**src/rtl/alu_uart_pkg.sv**
```systemverilog
// alu_uart_pkg: state encoding, default widths and ALU opcode constants shared by
// the UART/ALU sequencer and its benches.
package alu_uart_pkg;
    localparam int SIZEDATA_DEF = 8;
    localparam int SIZEOP_DEF   = 6;
    localparam logic [5:0] OP_ADD = 6'h20;
    localparam logic [5:0] OP_SUB = 6'h22;
    typedef enum logic [2:0] {GET_A, GET_B, GET_OP, EXEC, SEND} state_e;
endpackage

```
**src/rtl/alu_seq_timer.sv**
```systemverilog
// alu_seq_timer: loadable down-counter that parks at zero and flags it; load wins
// over decrement.
module alu_seq_timer #(
    parameter int W = 4
) (
    input  logic         clk_i,
    input  logic         rst_ni,
    input  logic         load_i,
    input  logic         en_i,
    input  logic [W-1:0] value_i,
    output logic         zero_o
);
    logic [W-1:0] count_q;
    always_ff @(posedge clk_i or negedge rst_ni) begin
        if (!rst_ni) count_q <= '0;
        else if (load_i) count_q <= value_i;
        else if (en_i && count_q != '0) count_q <= count_q - 1'b1;
    end
    assign zero_o = count_q == '0;
endmodule

```
**src/rtl/alu_uart_sequencer.sv**
```systemverilog
// alu_uart_sequencer: gathers A, B, opcode from UART RX bytes, waits ALU_LAT cycles,
// hands the ALU result to UART TX. Define SEQ_TIMEOUT_EN to abort stalled frames.
module alu_uart_sequencer
    import alu_uart_pkg::*;
#(
    parameter int SIZEDATA = SIZEDATA_DEF,
    parameter int SIZEOP   = SIZEOP_DEF,
    parameter int ALU_LAT  = 2
`ifdef SEQ_TIMEOUT_EN
    , parameter int TIMEOUT_CYCLES = 1000
`endif
) (
    input  logic                i_clock,
    input  logic                i_reset,
    input  logic                i_rx_done,
    input  logic [SIZEDATA-1:0] i_rx_data,
    input  logic [SIZEDATA-1:0] i_alu_result,
    input  logic                i_tx_done,
    output logic [SIZEDATA-1:0] o_alu_datoa,
    output logic [SIZEDATA-1:0] o_alu_datob,
    output logic [SIZEOP-1:0]   o_alu_opcode,
    output logic [SIZEDATA-1:0] o_tx_result,
    output logic                o_tx_start,
    output logic                o_busy,
    output logic                o_drop,
    output logic                o_timeout
);
    localparam int LW = $clog2(ALU_LAT + 1);
    state_e state_q, state_d;
    logic [SIZEDATA-1:0] a_q, b_q, res_q;
    logic [SIZEOP-1:0] op_q;
    logic rx_prev_q, tx_start_q, drop_q, timeout_q;
    logic rx_edge, accept, sample, lat_zero, to_hit;
    // rx_done is a level; only its rising edge delivers a byte
    assign rx_edge = i_rx_done && !rx_prev_q;
    assign accept  = rx_edge && (state_q == GET_A || state_q == GET_B || state_q == GET_OP);
    assign sample  = state_q == EXEC && lat_zero;
    alu_seq_timer #(.W(LW)) u_lat (
        .clk_i(i_clock),
        .rst_ni(i_reset),
        .load_i(accept && state_q == GET_OP),
        .en_i(state_q == EXEC),
        .value_i(LW'(ALU_LAT - 1)),
        .zero_o(lat_zero)
    );
`ifdef SEQ_TIMEOUT_EN
    localparam int TW = $clog2(TIMEOUT_CYCLES + 1);
    logic to_zero;
    alu_seq_timer #(.W(TW)) u_to (
        .clk_i(i_clock),
        .rst_ni(i_reset),
        .load_i(accept),
        .en_i(1'b1),
        .value_i(TW'(TIMEOUT_CYCLES)),
        .zero_o(to_zero)
    );
    // a byte arriving in the expiry cycle still counts
    assign to_hit = to_zero && !accept && (state_q == GET_B || state_q == GET_OP);
`else
    assign to_hit = 1'b0;
`endif
    always_comb begin
        state_d = state_q;
        case (state_q)
            GET_A:   state_d = accept ? GET_B : GET_A;
            GET_B:   state_d = accept ? GET_OP : to_hit ? GET_A : GET_B;
            GET_OP:  state_d = accept ? EXEC : to_hit ? GET_A : GET_OP;
            EXEC:    state_d = lat_zero ? SEND : EXEC;
            SEND:    state_d = i_tx_done ? GET_A : SEND;
            default: state_d = GET_A;
        endcase
    end
    always_ff @(posedge i_clock or negedge i_reset) begin
        if (!i_reset) begin
            state_q    <= GET_A;
            rx_prev_q  <= 1'b0;
            a_q        <= '0;
            b_q        <= '0;
            op_q       <= '0;
            res_q      <= '0;
            tx_start_q <= 1'b0;
            drop_q     <= 1'b0;
            timeout_q  <= 1'b0;
        end else begin
            state_q    <= state_d;
            rx_prev_q  <= i_rx_done;
            if (accept && state_q == GET_A) a_q <= i_rx_data;
            if (accept && state_q == GET_B) b_q <= i_rx_data;
            if (accept && state_q == GET_OP) op_q <= i_rx_data[SIZEOP-1:0];
            if (sample) res_q <= i_alu_result;
            tx_start_q <= sample;
            drop_q     <= rx_edge && !accept;
            timeout_q  <= to_hit;
        end
    end
    assign o_alu_datoa  = a_q;
    assign o_alu_datob  = b_q;
    assign o_alu_opcode = op_q;
    assign o_tx_result  = res_q;
    assign o_tx_start   = tx_start_q;
    assign o_busy       = state_q == EXEC || state_q == SEND;
    assign o_drop       = drop_q;
    assign o_timeout    = timeout_q;
endmodule
```
**config.mk**
```make
export PLATFORM = sky130hd
export DESIGN_NAME = alu_uart_sequencer
export DESIGN_NICKNAME = d
export VERILOG_FILES = /design/src/rtl/alu_uart_pkg.sv /design/src/rtl/alu_seq_timer.sv /design/src/rtl/alu_uart_sequencer.sv
export SDC_FILE = /design/constraint.sdc
export NUM_CORES = 1
export LEC_CHECK = 0
export CAP_MARGIN = 5
export CORE_UTILIZATION = 45
export CTS_BUF_LIST = sky130_fd_sc_hd__clkbuf_8
export CTS_CLUSTER_DIAMETER = 150
export DETAILED_ROUTE_END_ITERATION = 6
export MAX_ROUTING_LAYER = met4
export PLACE_DENSITY = 0.89
export SYNTH_ARGS = -nofsm -noshare
export SYNTH_HDL_FRONTEND = slang
export SYNTH_SLANG_ARGS = --single-unit
```
**constraint.sdc**
```tcl
create_clock -name i_clock -period 1.85 [get_ports i_clock]
set_clock_uncertainty 0.1 [all_clocks]
set_input_delay 0.555 -clock i_clock [delete_from_list [all_inputs] [get_ports i_clock]]
set_output_delay 0.555 -clock i_clock [all_outputs]
set_load 0.1 [all_outputs]
```
==> results of run 1 <==
-- registers in the layout, indices dropped and copies added, names as in the netlist --
| name | cells |
|---|---|
| u_lat.count_q | 2 |
| o_alu_datob | 8 |
| o_alu_opcode | 6 |
| o_drop | 1 |
| rx_prev_q | 1 |
| o_tx_start | 1 |
| o_tx_result | 8 |
| state_q | 3 |
| o_alu_datoa | 8 |
-- through the flow --
step	worst slack, ns	setup TNS (ns)	instance area [um^2]	hold WS, ns	util
3_3_place_gp	-0.5097	-11.78	2494	0.3934	0.7414
4_1_cts	-0.03260	-0.03260	2628	0.2116	0.7813
2_1_floorplan	0.006924	0	1623	0.1594	-
3_5_place_dp	-0.5571	-12.58	2494	0.4001	0.7414
5_1_grt	-0.08111	-0.08111	2643	0.2367	0.7857
6_report	-0.01193	-0.01193	2643	0.2000	0.7857
-- logic make-up after synthesis --
family | after synthesis | synth area share
AO/OA/AOI/OAI | 7 | 0.02741
AND/OR/NAND/NOR | 16 | 0.07049
adder cells (fa/ha/maj) | 1 | 0.007830
XOR/XNOR | 1 | 0.005483
multiplexers | 30 | 0.2490
flip-flops | 38 | 0.5951
buffers and inverters | 10 | 0.04228
other | 1 | 0.002347
-- final timing paths --
| path | start | to | depth (start not counted) |
|---|---|---|---|
| setup reg to reg | state_q[1] | o_alu_datob[6] | 4 |
| hold / removal | i_reset | o_alu_datob[6] | 2 |
| max in group asynchronous | i_reset | state_q[2] | 2 |
| min in group i_clock | i_rx_done | rx_prev_q | 1 |
| hold reg to reg | u_lat.count_q[1] | u_lat.count_q[1] | 1 |
| setup / recovery | state_q[0] | o_busy | 4 |
-- per-layer routing --
layer | vias to the layer above | part of all wire | global-route usage
met5 | - | 0 | -
met4 | 0 | 0.011 | 0.06667
met3 | 6 | 0.075 | 0.05672
met2 | 51 | 0.50 | 0.3364
met1 | 526 | 0.41 | 0.2510
li1 | 478 | - | -
-- layout make-up --
class	count	area share
flip-flops and latches	38	0.3608
well taps	46	0.02178
inverters	3	0.004261
repair buffers	62	0.3480
clock inverters	2	0.004735
multi-input cells	56	0.2292
clock buffers	6	0.03125
-- repair_timing --
action                                  CTS  global route
pin swaps                                 3             1
endpoints found under the setup margin   24            23
buffers inserted                          5             1
hold buffers                              0             0
endpoints found under the hold margin     0             0
gates resized for setup                   7             2
-- placed cells by master, fill, tap and decap left out, drive strengths merged, types with 2 or more instances in the layout --
master,synthesis,layout
buf,7,45
nand2b,4,4
nor2,2,2
dfrtp,38,38
clkdlybuf4s50,0,17
nand2,2,2
mux2,30,30
inv,3,3
a21oi,2,2
o21ai,2,2
clkbuf,0,6
==> PnR_summary.wiki, run 1 <==
{| class="wikitable"
! Metric !! Value
|-
| Status || complete, but fails checks
|-
| Violations in the final reports || negative setup slack
|-
| Top achievable clock speed || approximately 540 MHz
|-
| Most common flop cell mapped by yosys || dfrtp_1
|-
| Post-synth net total || 125
|-
| Worst-Skew Late Latency || 0.29 ns
|-
| Most numerous cell types in the synthesized netlist || dfrtp_1 (38), mux2_4 (16), mux2_2 (14)
|-
| Pin count of the biggest net entering global routing || 39
|-
| CTS tree || yes
|-
| Number of detailed-route iterations in the first pass || 4
|-
| Wire length after detailed routing || ~3.3 mm
|-
| Number of instances in the placed design || between 150 and 200
|-
| Nets@finish || between 150 and 200
|-
| Top Ports || 54
|-
| Hold Violations, Final || 0
|-
| Setup slack of the most critical reg-to-reg path || 0.06 ns
|-
| Non-filler cells in the finished layout || roughly 210
|-
| Yosys top cell by area || dfrtp_1
|-
| Gate count of the mapped netlist || between 100 and 150
|-
| Share of the cycle needed by the critical path after routing || 1.006
|-
| Area taken by multi-input logic gates || about 600 um^2
|-
| Cell at the root of the clock tree || clkbuf_8
|-
| Die X || roughly 62 um
|-
| CTS Buffer Depth || 2
|-
| Seq. cell area || between 900 and 1000 um^2
|-
| Min setup slack post-route || -0.01193 ns
|-
| Worst EP arrival || between 1 and 1.5 ns
|-
| Share of layout cells above drive strength 1 || 0.5509
|-
| CTS H-tree depth || 2
|-
| Count of yosys warnings during synthesis || 0
|-
| CP Launch Type || flip-flop
|-
| First-pass GRT wire length || approximately 5.3 mm
|-
| Overall Global Routing Usage || 0.2072
|-
| Effective utilization at floorplan || 0.4751
|-
| Weighted congestion at the end of routability-driven global placement || between 0.7 and 0.8
|-
| Crit-path cells || buf_4 -> nand3b_1 -> o21ai_4 -> buf_12
|-
| GRT Residual Overflow || 0
|-
| Antenna Diode Count || 0
|-
| Worst setup path class || reg -> out
|-
| Vertical die dimension || around 60 um
|-
| Average cell area after synthesis || roughly 15 um^2
|-
| Fraction of the yosys area taken by sequential cells || 0.5951
|-
| Detailed-route vias per instance || 4.981
|-
| FFs w/ async S/R, synth || 1.000
|-
| Routed wire per std cell || approximately 15 um
|-
| Unique cell type count in the Yosys netlist || 27
|-
| Cts bufs inserted || 5
|-
| Flops & latches, synth || 38
|-
| Post-layout minimum cycle time || 1.862 ns
|-
| CP max stage cell || dfrtp_2
|-
| Leading cell type by number of instances after synthesis || dfrtp_1
|-
| Clk slew on worst S/H paths || 0.07 ns
|-
| Number of enable-type register cells in the synthesized netlist || 0
|-
| Synthesis-to-layout area growth || 65.39%
|-
| I/O Buffers || 52
|-
| Final setup violating endpoints || 1
|-
| Starting DRC count in detailed routing || 13
|-
| Number of clock sinks seen by CTS || 38
|-
| Critical Path Sink Type || output pin
|-
| Cell types occupying the most area after synthesis || dfrtp_1 (60%), mux2_4 (15%), mux2_2 (9.9%)
|-
| Site row count || 21
|-
| Via count of the first global-routing pass || ~1.1k
|-
| Half-perimeter wire length of the detailed placement result || 2.461 mm
|-
| Delay-heaviest family, CP || flip-flops
|-
| Core ar. || 3363 um^2
|-
| Data required, critical path || between 1 and 1.5 ns
|-
| DRC violation count after routing || 0
|-
| Buffers plus inverters on the worst setup path || 2
|-
| Routed Antenna Nets || 0
|-
| Worst hold path class || in -> async
|-
| Share of Yosys cell area claimed by the top area cell type || 0.5951
|-
| Largest incremental delay on the critical path || around 0.42 ns
|-
| Number of violations of the max-capacitance limit || 0
|-
| Fill count || 210
|-
| Die area || 3793 um^2
|-
| Max Fanout on Critical Path || 3
|-
| Initial antenna violation count || 0
|-
| Total standard cell area after synthesis || around 1600 um^2
|-
| Setup repair after global routing missed its margin || true
|-
| Fin. max-slew vios || 0
|-
| Count of vias placed by the detailed router || 1061
|}
Power of run 1 is not shown: default switching activity piles up to over one toggle a cycle in this logic, so the estimate is an artifact.
==> run 2: changes to the inputs <==
CELL_PAD_IN_SITES_DETAIL_PLACEMENT = 0   (was default)
CELL_PAD_IN_SITES_GLOBAL_PLACEMENT = 1   (was default)
CORE_UTILIZATION = 37   (was 45)
PLACE_DENSITY = 0.91   (was 0.89)
==> PnR_summary.wiki, run 2 (same netlist as run 1, synthesis figures left out) <==
{| class="wikitable"
! Metric !! Value
|-
| I/O Buffers || 52
|-
| Antenna Diode Count || 0
|-
| Core ar. || 4086 um^2
|-
| CTS H-tree depth || 2
|-
| Most common library cell in the layout ignoring fill and taps || dfrtp_1
|-
| Post-CTS Hold Fix Bufs || 0
|-
| Routed Antenna Nets || 0
|-
| Vertical die dimension || 67.72 um
|-
| Pin count of the biggest net entering global routing || 39
|-
| DRC violation count after routing || 0
|-
| Highest-count cells in the layout ignoring fill and taps || dfrtp_1 (36), buf_12 (33), clkdlybuf4s50_1 (17)
|-
| Effective utilization at floorplan || 0.3910
|-
| Crit-path cells || nand3b_1 -> o21ai_4 -> buf_12
|-
| Detailed-route vias per instance || between 4 and 5
|-
| Final setup violating endpoints || 1
|-
| Site row count || 23
|-
| Top Ports || 54
|-
| Clk slew on worst S/H paths || about 0.07 ns
|-
| Min setup slack post-route || -0.004323 ns
|-
| Wire length after detailed routing || about 3.6 mm
|-
| Number of detailed-route iterations in the first pass || 3
|-
| Die X || about 68 um
|-
| Critical Path Sink Type || output pin
|-
| Met3 capacity usage during global routing || 0.05574
|-
| First-pass GRT wire length || 5.740 mm
|-
| Synthesis-to-layout area growth || 67.66%
|-
| Max Fanout on Critical Path || 3
|-
| Worst hold path class || in -> async
|-
| Number of clock sinks seen by CTS || 38
|-
| Count of vias placed by the detailed router || ~1.1k
|-
| Fin. max-slew vios || 0
|-
| Setup repair after global routing missed its margin || true
|-
| CP Launch Type || flip-flop
|-
| Initial antenna violation count || 0
|-
| Starting DRC count in detailed routing || 80
|-
| Non-filler cells in the finished layout || approximately 220
|-
| Share of layout cells above drive strength 1 || 0.5476
|-
| Half-perimeter wire length of the detailed placement result || 2.581 mm
|-
| Status || complete, but fails checks
|-
| Met1 track demand over resource || 0.2235
|-
| CTS Buffer Depth || 2
|-
| Worst setup path class || reg -> out
|-
| Cts bufs inserted || 5
|-
| Fill count || slightly below 300
|-
| Fraction of met2 tracks used by global routing || 0.2896
|-
| CTS tree || yes
|-
| Die area || ~4600 um^2
|-
| Number of violations of the max-capacitance limit || 0
|-
| Cell at the root of the clock tree || clkbuf_8
|-
| Number of instances in the placed design || approximately 200
|-
| Worst-Skew Late Latency || 0.28 ns
|-
| Via count of the first global-routing pass || roughly 1.1k
|-
| Hold Violations, Final || 0
|-
| Post-layout minimum cycle time || 1.854 ns
|-
| Data required, critical path || ~1.2 ns
|-
| GRT Residual Overflow || 0
|-
| Dpl ws || -0.6022 ns
|-
| Nets@finish || 188
|-
| Peak-usage layer in the global routing report || met2
|-
| Top achievable clock speed || around 540 MHz
|-
| Weighted congestion at the end of routability-driven global placement || about 0.7
|-
| Overall Global Routing Usage || 0.1825
|-
| CP max stage cell || dfrtp_2
|-
| Largest incremental delay on the critical path || 0.43 ns
|-
| Share of the cycle needed by the critical path after routing || 1.002
|-
| Violations in the final reports || negative setup slack
|-
| Worst EP arrival || approximately 1.2 ns
|-
| Routed wire per std cell || ~16 um
|}
## run 2: timing repair
| action | in CTS | in global routing |
|---|---|---|
| buffers inserted | 5 | 0 |
| resized for setup | 6 | 3 |
| pin swaps | 2 | 0 |
| setup endpoints to repair | 25 | 13 |
| gates cloned | 1 | 0 |
## run 2: per-layer routing
| layer | vias to the layer above | share of wire |
|---|---|---|
| li1 | 482 | - |
| met1 | 546 | 0.40 |
| met2 | 50 | 0.52 |
| met3 | 6 | 0.068 |
| met4 | 0 | 0.011 |
| met5 | - | 0 |
## run 2: through the flow
stage / area (um^2) / hold WS, ns / setup TNS, ns / utilization
after floorplan: 1623 / 0.1594 / 0 / -
after global placement: 2506 / 0.3919 / -11.90 / 0.6133
after detailed placement: 2506 / 0.3988 / -13.10 / 0.6133
after CTS: 2670 / 0.2244 / 0 / 0.6534
after global routing: 2679 / 0.2548 / -0.05259 / 0.6555
final: 2679 / 0.2199 / -0.004323 / 0.6555
## run 2: worst max-delay path: cells and delay by family (launching register included)
kind,cells,cell delay (ns)
flops,1,0.43
buf+inv,1,0.19
simple gates,1,0.21
compound gates,1,0.09
## run 2: layout make-up
cell class	instances	area (um^2)	share of cell area
Clock buffer	5	68.82	0.02569
Clock inverter	3	40.04	0.01495
Multi-Input combinational cell	56	606.8	0.2265
Sequential cell	38	953.4	0.3559
Timing Repair Buffer	63	935.9	0.3494
Inverter	3	11.26	0.004204
Tap cell	50	62.56	0.02335
## run 2: final timing paths
check	start	endpoint	slack, ns	cells after the start
setup / recovery	state_q[2]	o_busy	-0.004	3
hold / removal	i_reset	o_alu_datob[0]	0.22	2
setup reg to reg	state_q[1]	o_alu_datob[2]	0.05	4
hold reg to reg	u_lat.count_q[1]	u_lat.count_q[1]	0.41	1
max in group asynchronous	i_reset	state_q[0]	1.06	2
min in group i_clock	u_lat.count_q[1]	u_lat.count_q[1]	0.41	1
Power of run 2 is left out for the same reason.
==> run 3: changes to the inputs <==
ABC_AREA = 0   (was default)
SKIP_CTS_REPAIR_TIMING = 1   (was default)
==> PnR_summary.wiki, run 3 (same netlist as run 1, synthesis figures left out) <==
{| class="wikitable"
! Metric !! Value
|-
| Initial antenna violation count || 0
|-
| Data required, critical path || around 1.2 ns
|-
| Overall Global Routing Usage || 0.1709
|-
| Post-layout instance area || between 2000 and 3000 um^2
|-
| CP Launch Type || flip-flop
|-
| Effective utilization at floorplan || 0.3910
|-
| Violations in the final reports || negative setup slack
|-
| Worst-Skew Late Latency || 0.28 ns
|-
| Vertical die dimension || a little under 70 um
|-
| Min setup slack post-route || -0.04226 ns
|-
| Nets@finish || 190
|-
| CTS tree || yes
|-
| Most common library cell in the layout ignoring fill and taps || dfrtp_1
|-
| Core ar. || 4086 um^2
|-
| Non-filler cells in the finished layout || 220
|-
| Status || complete, but fails checks
|-
| Synthesis-to-layout area growth || 68.44%
|-
| Pin count of the biggest net entering global routing || 39
|-
| CTS Buffer Depth || 2
|-
| Worst hold path class || in -> async
|-
| Share of layout cells above drive strength 1 || 0.5412
|-
| Dpl ws || -0.6022 ns
|-
| Routed wire per std cell || about 17 um
|-
| DRC violation count after routing || 0
|-
| Fin. max-slew vios || 0
|-
| Site row count || 23
|-
| Max Fanout on Critical Path || 6
|-
| Weighted congestion at the end of routability-driven global placement || a little over 0.7
|-
| Worst EP arrival || 1.24 ns
|-
| Hold Violations, Final || 0
|-
| Via count of the first global-routing pass || 1081
|-
| Met2 wire length || ~1.9 mm
|-
| Count of vias placed by the detailed router || ~1.1k
|-
| Antenna Diode Count || 0
|-
| Half-perimeter wire length of the detailed placement result || 2.581 mm
|-
| Top achievable clock speed || between 500 and 600 MHz
|-
| Number of violations of the max-capacitance limit || 0
|-
| Starting DRC count in detailed routing || 69
|-
| Setup slack of the most critical reg-to-reg path || approximately 0.010 ns
|-
| Cts bufs inserted || 5
|-
| GRT Residual Overflow || 0
|-
| Top metal layer carrying routed signals || met4
|-
| Final setup violating endpoints || 1
|-
| Instance area after placement || 2506 um^2
|-
| Detailed-route vias per instance || slightly below 5
|-
| Share of the cycle needed by the critical path after routing || 1.023
|-
| Setup repair after global routing missed its margin || true
|-
| Die X || roughly 68 um
|-
| CTS H-tree depth || 2
|-
| Number of clock sinks seen by CTS || 38
|-
| Die area || approximately 4600 um^2
|-
| WL met3 || approximately 240 um
|-
| Clk slew on worst S/H paths || ~0.070 ns
|-
| Post-layout minimum cycle time || between 1.5 and 2 ns
|-
| Worst setup path class || reg -> out
|-
| Wire length after detailed routing || between 3 and 4 mm
|-
| M1 wire length || roughly 1.5 mm
|-
| Final setup TNS || -0.04226 ns
|-
| Cell at the root of the clock tree || clkbuf_8
|-
| First-pass GRT wire length || 5.388 mm
|-
| Number of detailed-route iterations in the first pass || 4
|-
| Top Ports || 54
|-
| Critical Path Sink Type || output pin
|-
| I/O Buffers || 52
|-
| Highest-count cells in the layout ignoring fill and taps || dfrtp_1 (36), buf_12 (33), clkdlybuf4s50_1 (17)
|-
| Number of instances in the placed design || between 200 and 250
|-
| Routed Antenna Nets || 0
|}
run 3: cell count changes in the layout (fill, tap and decap cells not counted):
cell / before / now
buf_4: 8 / 10
buf_6: 2 / 3
clkbuf_4: 1 / 0
clkdlybuf4s15_1: 1 / 0
dlymetal6s2s_1: 0 / 1
or3_1: 0 / 1
or3_4: 1 / 0
or4b_1: 0 / 1
or4b_4: 1 / 0
run 3: layer usage:
metal  track usage  vias up
li1              -      486
met1        0.2136      548
met2        0.2673       45
met3       0.05574        4
met4       0.03989        0
met5             -        -
run 3: worst max-delay path, cell delays in order, from the launching register on:
cell	delay (ns)
dfrtp_2	0.46
nand2b_4	0.17
o21ai_4	0.14
buf_12	0.19
run 3: layout make-up:
cell class	instances	area (um^2)
Clock buffer	5	68.82
Clock inverter	3	40.04
Fill cell	298	1395
Inverter	3	11.26
Multi-Input combinational cell	56	598.1
Sequential cell	38	953.4
Tap cell	50	62.56
Timing Repair Buffer	65	957.2
run 3: path summary, 6_finish.rpt:
check,start,endpoint,cells past startpoint
max,state_q[0],o_busy,3
max reg2reg,state_q[1],o_alu_datob[5],4
min reg2reg,u_lat.count_q[1],u_lat.count_q[1],1
max in group asynchronous,i_reset,state_q[0],2
min in group i_clock,i_rx_done,rx_prev_q,1
min,i_reset,o_alu_datob[0],2
run 3: per-stage QoR:
stage / hold WS, ns / util
global route: 0.2549 / 0.6586
floorplan: 0.1594 / -
detailed placement: 0.3988 / 0.6133
CTS: 0.2244 / 0.6399
global placement: 0.3919 / 0.6133
finish: 0.2159 / 0.6586
Power of run 3 is left out for the same reason.
==> RTL change 1: new RTL, settings of run 1 <==
Encoding of `state_e`: now one-hot (5 bits for 5 states).
--- a/src/rtl/alu_uart_pkg.sv
+++ b/src/rtl/alu_uart_pkg.sv
@@ -6,5 +6,5 @@
     localparam logic [5:0] OP_ADD = 6'h20;
     localparam logic [5:0] OP_SUB = 6'h22;
-    typedef enum logic [2:0] {GET_A, GET_B, GET_OP, EXEC, SEND} state_e;
+    typedef enum logic [4:0] {GET_A = 5'b00001, GET_B = 5'b00010, GET_OP = 5'b00100, EXEC = 5'b01000, SEND = 5'b10000} state_e;
 endpackage
 
Behaviour: same outputs for any inputs over 10 cycles, from zero or initial values and one cycle with i_reset low; not proved beyond that.
==> RTL change 1 against run 1 <==
  * The flow still finishes with violations (setup timing)
  * Register-to-register slack got worse by 0.11 ns
  * Cell count increased by 11%
  * Synthesized area increased by 3.1%
  * Final area increased by 8.7%
  * Wire length increased by 42%
  * Synthesized cell count increased by 13%
  * Setup slack got worse by 0.14 ns
  * Core utilization increased by 5.5 points
  * Sequential cell count increased by 2
  * Critical path type unchanged
  * Critical endpoint unchanged
  * Largest cell class is now buffers
==> RTL change 1: results (changes against run 1) <==
run_status:
  status: "complete, but fails checks"
  failed_checks: "setup timing"
worst_setup_path:
  cp.arrival_ns: 1.35  # +0.14 ns
  path_max_fanout: 8  # +5
  reg2reg_slack_ns: -0.05  # -0.11 ns
placed_design:
  hpwl_um: 3070  # +25%
  gp_congestion: 0.872  # +17%
global_routing:
  grt_pass1_vias: 1391  # +27%
  grt_pass1_wl_um: 6590  # +25%
  grt_usage: 0.233  # +0.0259
  antenna_found_initial: 0  # unchanged
  grt_max_degree: 25  # -36%
pwr:
  vdd_drop_max_v: 0.00144
  p_leak_nw: 1.32
cells_and_area:
  layout-drive-gt1-share: 0.508  # -0.0430
  fin_nets: 211  # +13%
yosys:
  synth_area_leaders: "dfrtp_1 (59%), mux2_2 (21%), dfstp_2 (1.6%)"
  synth_cell_types: 33  # +22%
  synth_fp_nets: 139  # +11%
  yosysSeqAreaShare: 0.608  # +0.0131
  ys_top_cells_by_count: "dfrtp_1 (39), mux2_2 (30), inv_1 (4), nand2_1 (4), o21ai_0 (4)"
routing:
  vias: 1260  # +19%
  drt-initial-drc-count: 57  # +44
  wl_per_cell_um: 19.6  # +28%
clock_network:
  htree_num_levels: 2  # unchanged
  worstSkewPairLatency_ns: 0.29  # about the same
timing:
  finalSetupViolations: 15  # +14
  fin_ws_ns: -0.153  # -0.141 ns
  tns_ns: -0.746  # -0.734 ns
## RTL change 1: layout make-up
class,count,area (um2)
clock buffers,5,68.8
well taps,46,57.6
clock inverters,3,38.8
repair buffers,68,1020
fillers,191,543
flip-flops and latches,40,1010
multi-input cells,71,671
inverters,4,15.0
## RTL change 1: path summary, 6_finish.rpt
check | from | endpoint | depth (start not counted)
worst max-delay path | state_q[2]$_DFF_PN0_ | o_busy | 2
max in group asynchronous | i_reset | state_q[0]$_DFF_PN1_ | 2
worst min-delay path | i_reset | o_alu_datoa[7]$_DFFE_PN0P_ | 1
worst max register to register | state_q[4]$_DFF_PN0_ | o_tx_result[3]$_DFFE_PN0P_ | 5
worst min register to register | u_lat.count_q[1]$_DFFE_PN0P_ | u_lat.count_q[1]$_DFFE_PN0P_ | 1
min in group i_clock | u_lat.count_q[1]$_DFFE_PN0P_ | u_lat.count_q[1]$_DFFE_PN0P_ | 1
## RTL change 1: metal layers
layer  vias up  track usage  part of all wire
met5         -            -                 0
met4         0        0.105             0.016
met3         9       0.0712             0.053
met2        53        0.401              0.58
met1       642        0.245              0.35
li1        556            -                 -
## RTL change 1: timing repair
item | in CTS | in global routing
buffers inserted | 3 | 5
pin swaps | 1 | 0
endpoints found under the hold margin | 0 | 0
gates resized for setup | 5 | 12
setup endpoints to repair | 23 | 32
gates cloned | 0 | 1
## RTL change 1: worst max-delay path, stage by stage, from the launching register on
cell,delay (ns)
dfrtp_2,0.49
nor4_4,0.35
buf_12,0.22
## RTL change 1: power by group through the flow
stage | sequential [W] | combinational [W] | clock (W)
final | 0.00137 | 0.00281 | 0.000691
after global routing | 0.00140 | 0.00288 | 0.000733
after CTS | 0.00137 | 0.00280 | 0.000698
after detailed placement | 0.00138 | 0.00280 | 0
after global placement | 0.00135 | 0.00275 | 0
after floorplan | 0.00266 | 0.000347 | 0
## RTL change 1: through the flow
stage               cell area (um2)  worst slack (ns)  hold WS, ns  total power, W  instances
floorplan                      1660            -0.430        0.159         0.00301        118
global placement               2620            -0.291        0.375         0.00410        220
detailed placement             2620            -0.388        0.375         0.00418        220
CTS                            2760            -0.149        0.104         0.00487        231
global route                   2870            -0.195        0.119         0.00501        237
finish                         2870            -0.153       0.0940         0.00487        237
## RTL change 1: cells by family after synthesis
group / Yosys count / share of synthesized area
flip-flops: 40 / 0.608
multiplexers: 30 / 0.205
AND/OR/NAND/NOR: 27 / 0.105
AO/OA/AOI/OAI: 10 / 0.0380
buffers and inverters: 7 / 0.0235
XOR/XNOR: 2 / 0.0106
adder cells (fa/ha/maj): 1 / 0.00759
other: 1 / 0.00228
==> RTL change 2: new RTL, flow settings as in run 1 <==
Made on the original files. Add a define of `SEQ_TIMEOUT_EN`.
--- a/src/rtl/alu_uart_sequencer.sv
+++ b/src/rtl/alu_uart_sequencer.sv
@@ -1,4 +1,6 @@
 // alu_uart_sequencer: gathers A, B, opcode from UART RX bytes, waits ALU_LAT cycles,
 // hands the ALU result to UART TX. Define SEQ_TIMEOUT_EN to abort stalled frames.
+`define SEQ_TIMEOUT_EN
+
 module alu_uart_sequencer
     import alu_uart_pkg::*;
Function: no difference found for any inputs over 10 cycles, from zero or initial values and one cycle with i_reset low; that may be too few to reach the edited logic, so the function may still have changed.
==> RTL change 2 against run 1 <==
  * The flow finishes with violations (DRC, setup timing)
  * Critical path depth down 1
  * Global-route usage up 7.3 points
  * Die area up 32%
  * Synthesized area grew 33%
  * Wire length is 100% higher
  * Hold slack got worse by 0.087 ns
  * Setup slack worse by 0.041 ns
  * Final area grew 30%
  * Sequential cell count increased by 11
  * Critical path type unchanged
Power is not shown: default switching activity piles up to over one toggle a cycle in this logic, so the estimate is an artifact.
==> RTL change 2: results (changes against run 1) <==
yosys:
  synth_top_cell_area_share: 0.577  # -0.0180
  ys_warn_count: 0  # unchanged
  yosysSeqAreaShare: 0.577  # -0.0180
  ys_top_cells_by_count: "dfrtp_1 (49), mux2_2 (24), nor2_1 (9)"
  synth_cell_types: 32  # +19%
  synth_area_leaders: "dfrtp_1 (58%), mux2_2 (13%), mux2_4 (4.2%)"
  async_flop_share: 1.00  # unchanged
  synth_fp_nets: 190  # +52%
worst_setup_path:
  reg2reg_depth: 5  # +1
  path_max_fanout: 5  # +2
  reg2reg_slack_ns: -0.02  # -0.08 ns
  cp.arrival_ns: 1.25  # +0.04 ns
  critPathSlowestCell: "dfrtp_2"
  crit_path_max_incr_delay_ns: 0.43
  r2r_start: "u_to.count_q[2]$_DFFE_PN0P_"
  r2r-end: "state_q[1]$_DFF_PN0_"
timing:
  tns_ns: -0.137  # -0.125 ns
  worst_pin_slew_ns: 0.424
  fin_ws_ns: -0.0525  # -0.0406 ns
  finalSetupViolations: 9  # +8
routing:
  drc: 4  # +4
  drt-initial-drc-count: 136  # +123
  drt-vias-per-instance: 5.89  # +18%
  wirelength_um: 6550  # +100%
  dr.pass1.iters: 6  # +2
global_routing:
  grt_max_degree: 50  # +28%
  antenna_found_initial: 0  # unchanged
  grt_pass1_vias: 1878  # +72%
  grt_usage: 0.280  # +0.0729
  grt_pass1_wl_um: 9970  # +89%
placed_design:
  hpwl_um: 3780  # +54%
  gp_congestion: 0.851  # +14%
  postPlaceCellArea_um2: 3170  # +27%
  port_buffers: 53  # +1.9%
clock_network:
  worstSkewPairLatency_ns: 0.31  # +0.02 ns
  cts_buffer_depth: 2  # unchanged
  cts_buffers: 5  # unchanged
  htree_num_levels: 2  # unchanged
  clk_pin_slew_ns: 0.09  # +0.02 ns
  root_buffer: "clkbuf_8"
hold_path:
  hold_path.class: "primary input to asynchronous set/reset pin"
run_status:
  failed_checks: "DRC, setup timing"
  status: "complete, but fails checks"
cells_and_area:
  diodes: 0  # unchanged
  max_flop_register: "u_to.count_q"
  largest_register_ffs: 10
  fin_nets: 266  # +42%
  layout-drive-gt1-share: 0.475  # -0.0755
==> RTL change 2: cell type report <==
class	count	area, um2
Clock inverter	3	65.1
Timing Repair Buffer	76	1060
Multi-Input combinational cell	106	925
Sequential cell	49	1230
Inverter	5	18.8
Clock buffer	5	68.8
Tap cell	52	65.1
Fill cell	230	1010
==> RTL change 2: per-stage QoR <==
stage                     hold WS, ns  worst slack [ns]  cells
after CTS                       0.127           -0.0718    293
after detailed placement        0.419            -0.799    282
final                           0.113           -0.0525    296
after floorplan                 0.159            -0.172    167
after global placement          0.388            -0.689    282
after global routing            0.140           -0.0898    296
==> RTL change 2: kinds of logic (layout without fill, tap and decap cells) <==
logic type,after synthesis,after routing,synth area share
muxes,33,33,0.184
DFF,49,49,0.577
and+or+nand+nor,49,49,0.129
xor gates and xnor gates,3,3,0.0124
buffers and inverters,12,89,0.0289
adders and majority gates,3,3,0.0177
AOI/OAI and AO/OA,18,18,0.0512
==> RTL change 2: timing repair <==
item,CTS,global route
endpoints found under the setup margin,28,13
setup buffers,3,4
gates resized for setup,17,10
hold buffers,0,0
pin swaps,5,4
==> RTL change 2: how the worst max path moves through the flow <==
stage | from | to | cells past startpoint
after floorplan | i_rx_done | o_alu_opcode[0]$_DFFE_PN0P_ | 5
after global placement | i_rx_done | o_alu_opcode[1]$_DFFE_PN0P_ | 5
after detailed placement | i_rx_done | o_alu_opcode[3]$_DFFE_PN0P_ | 5
after CTS | rx_prev_q$_DFF_PN0_ | o_alu_opcode[4]$_DFFE_PN0P_ | 4
after global routing | state_q[2]$_DFF_PN0_ | o_busy | 4
final | state_q[0]$_DFF_PN0_ | o_busy | 3
==> RTL change 2: per-layer routing <==
layer / vias up / wire (um) / GRT usage
met5: - / 0 / -
met4: 0 / 233 / 0.140
met3: 24 / 419 / 0.0769
met2: 99 / 3450 / 0.467
met1: 880 / 2440 / 0.309
li1: 740 / - / -
==> RTL change 2: worst max-delay path: cells and delay by family (launching register included) <==
kind                   cells  cell delay [ns]
DFF                        1             0.43
buffers and inverters      2             0.34
AOI/OAI and AO/OA          1             0.15
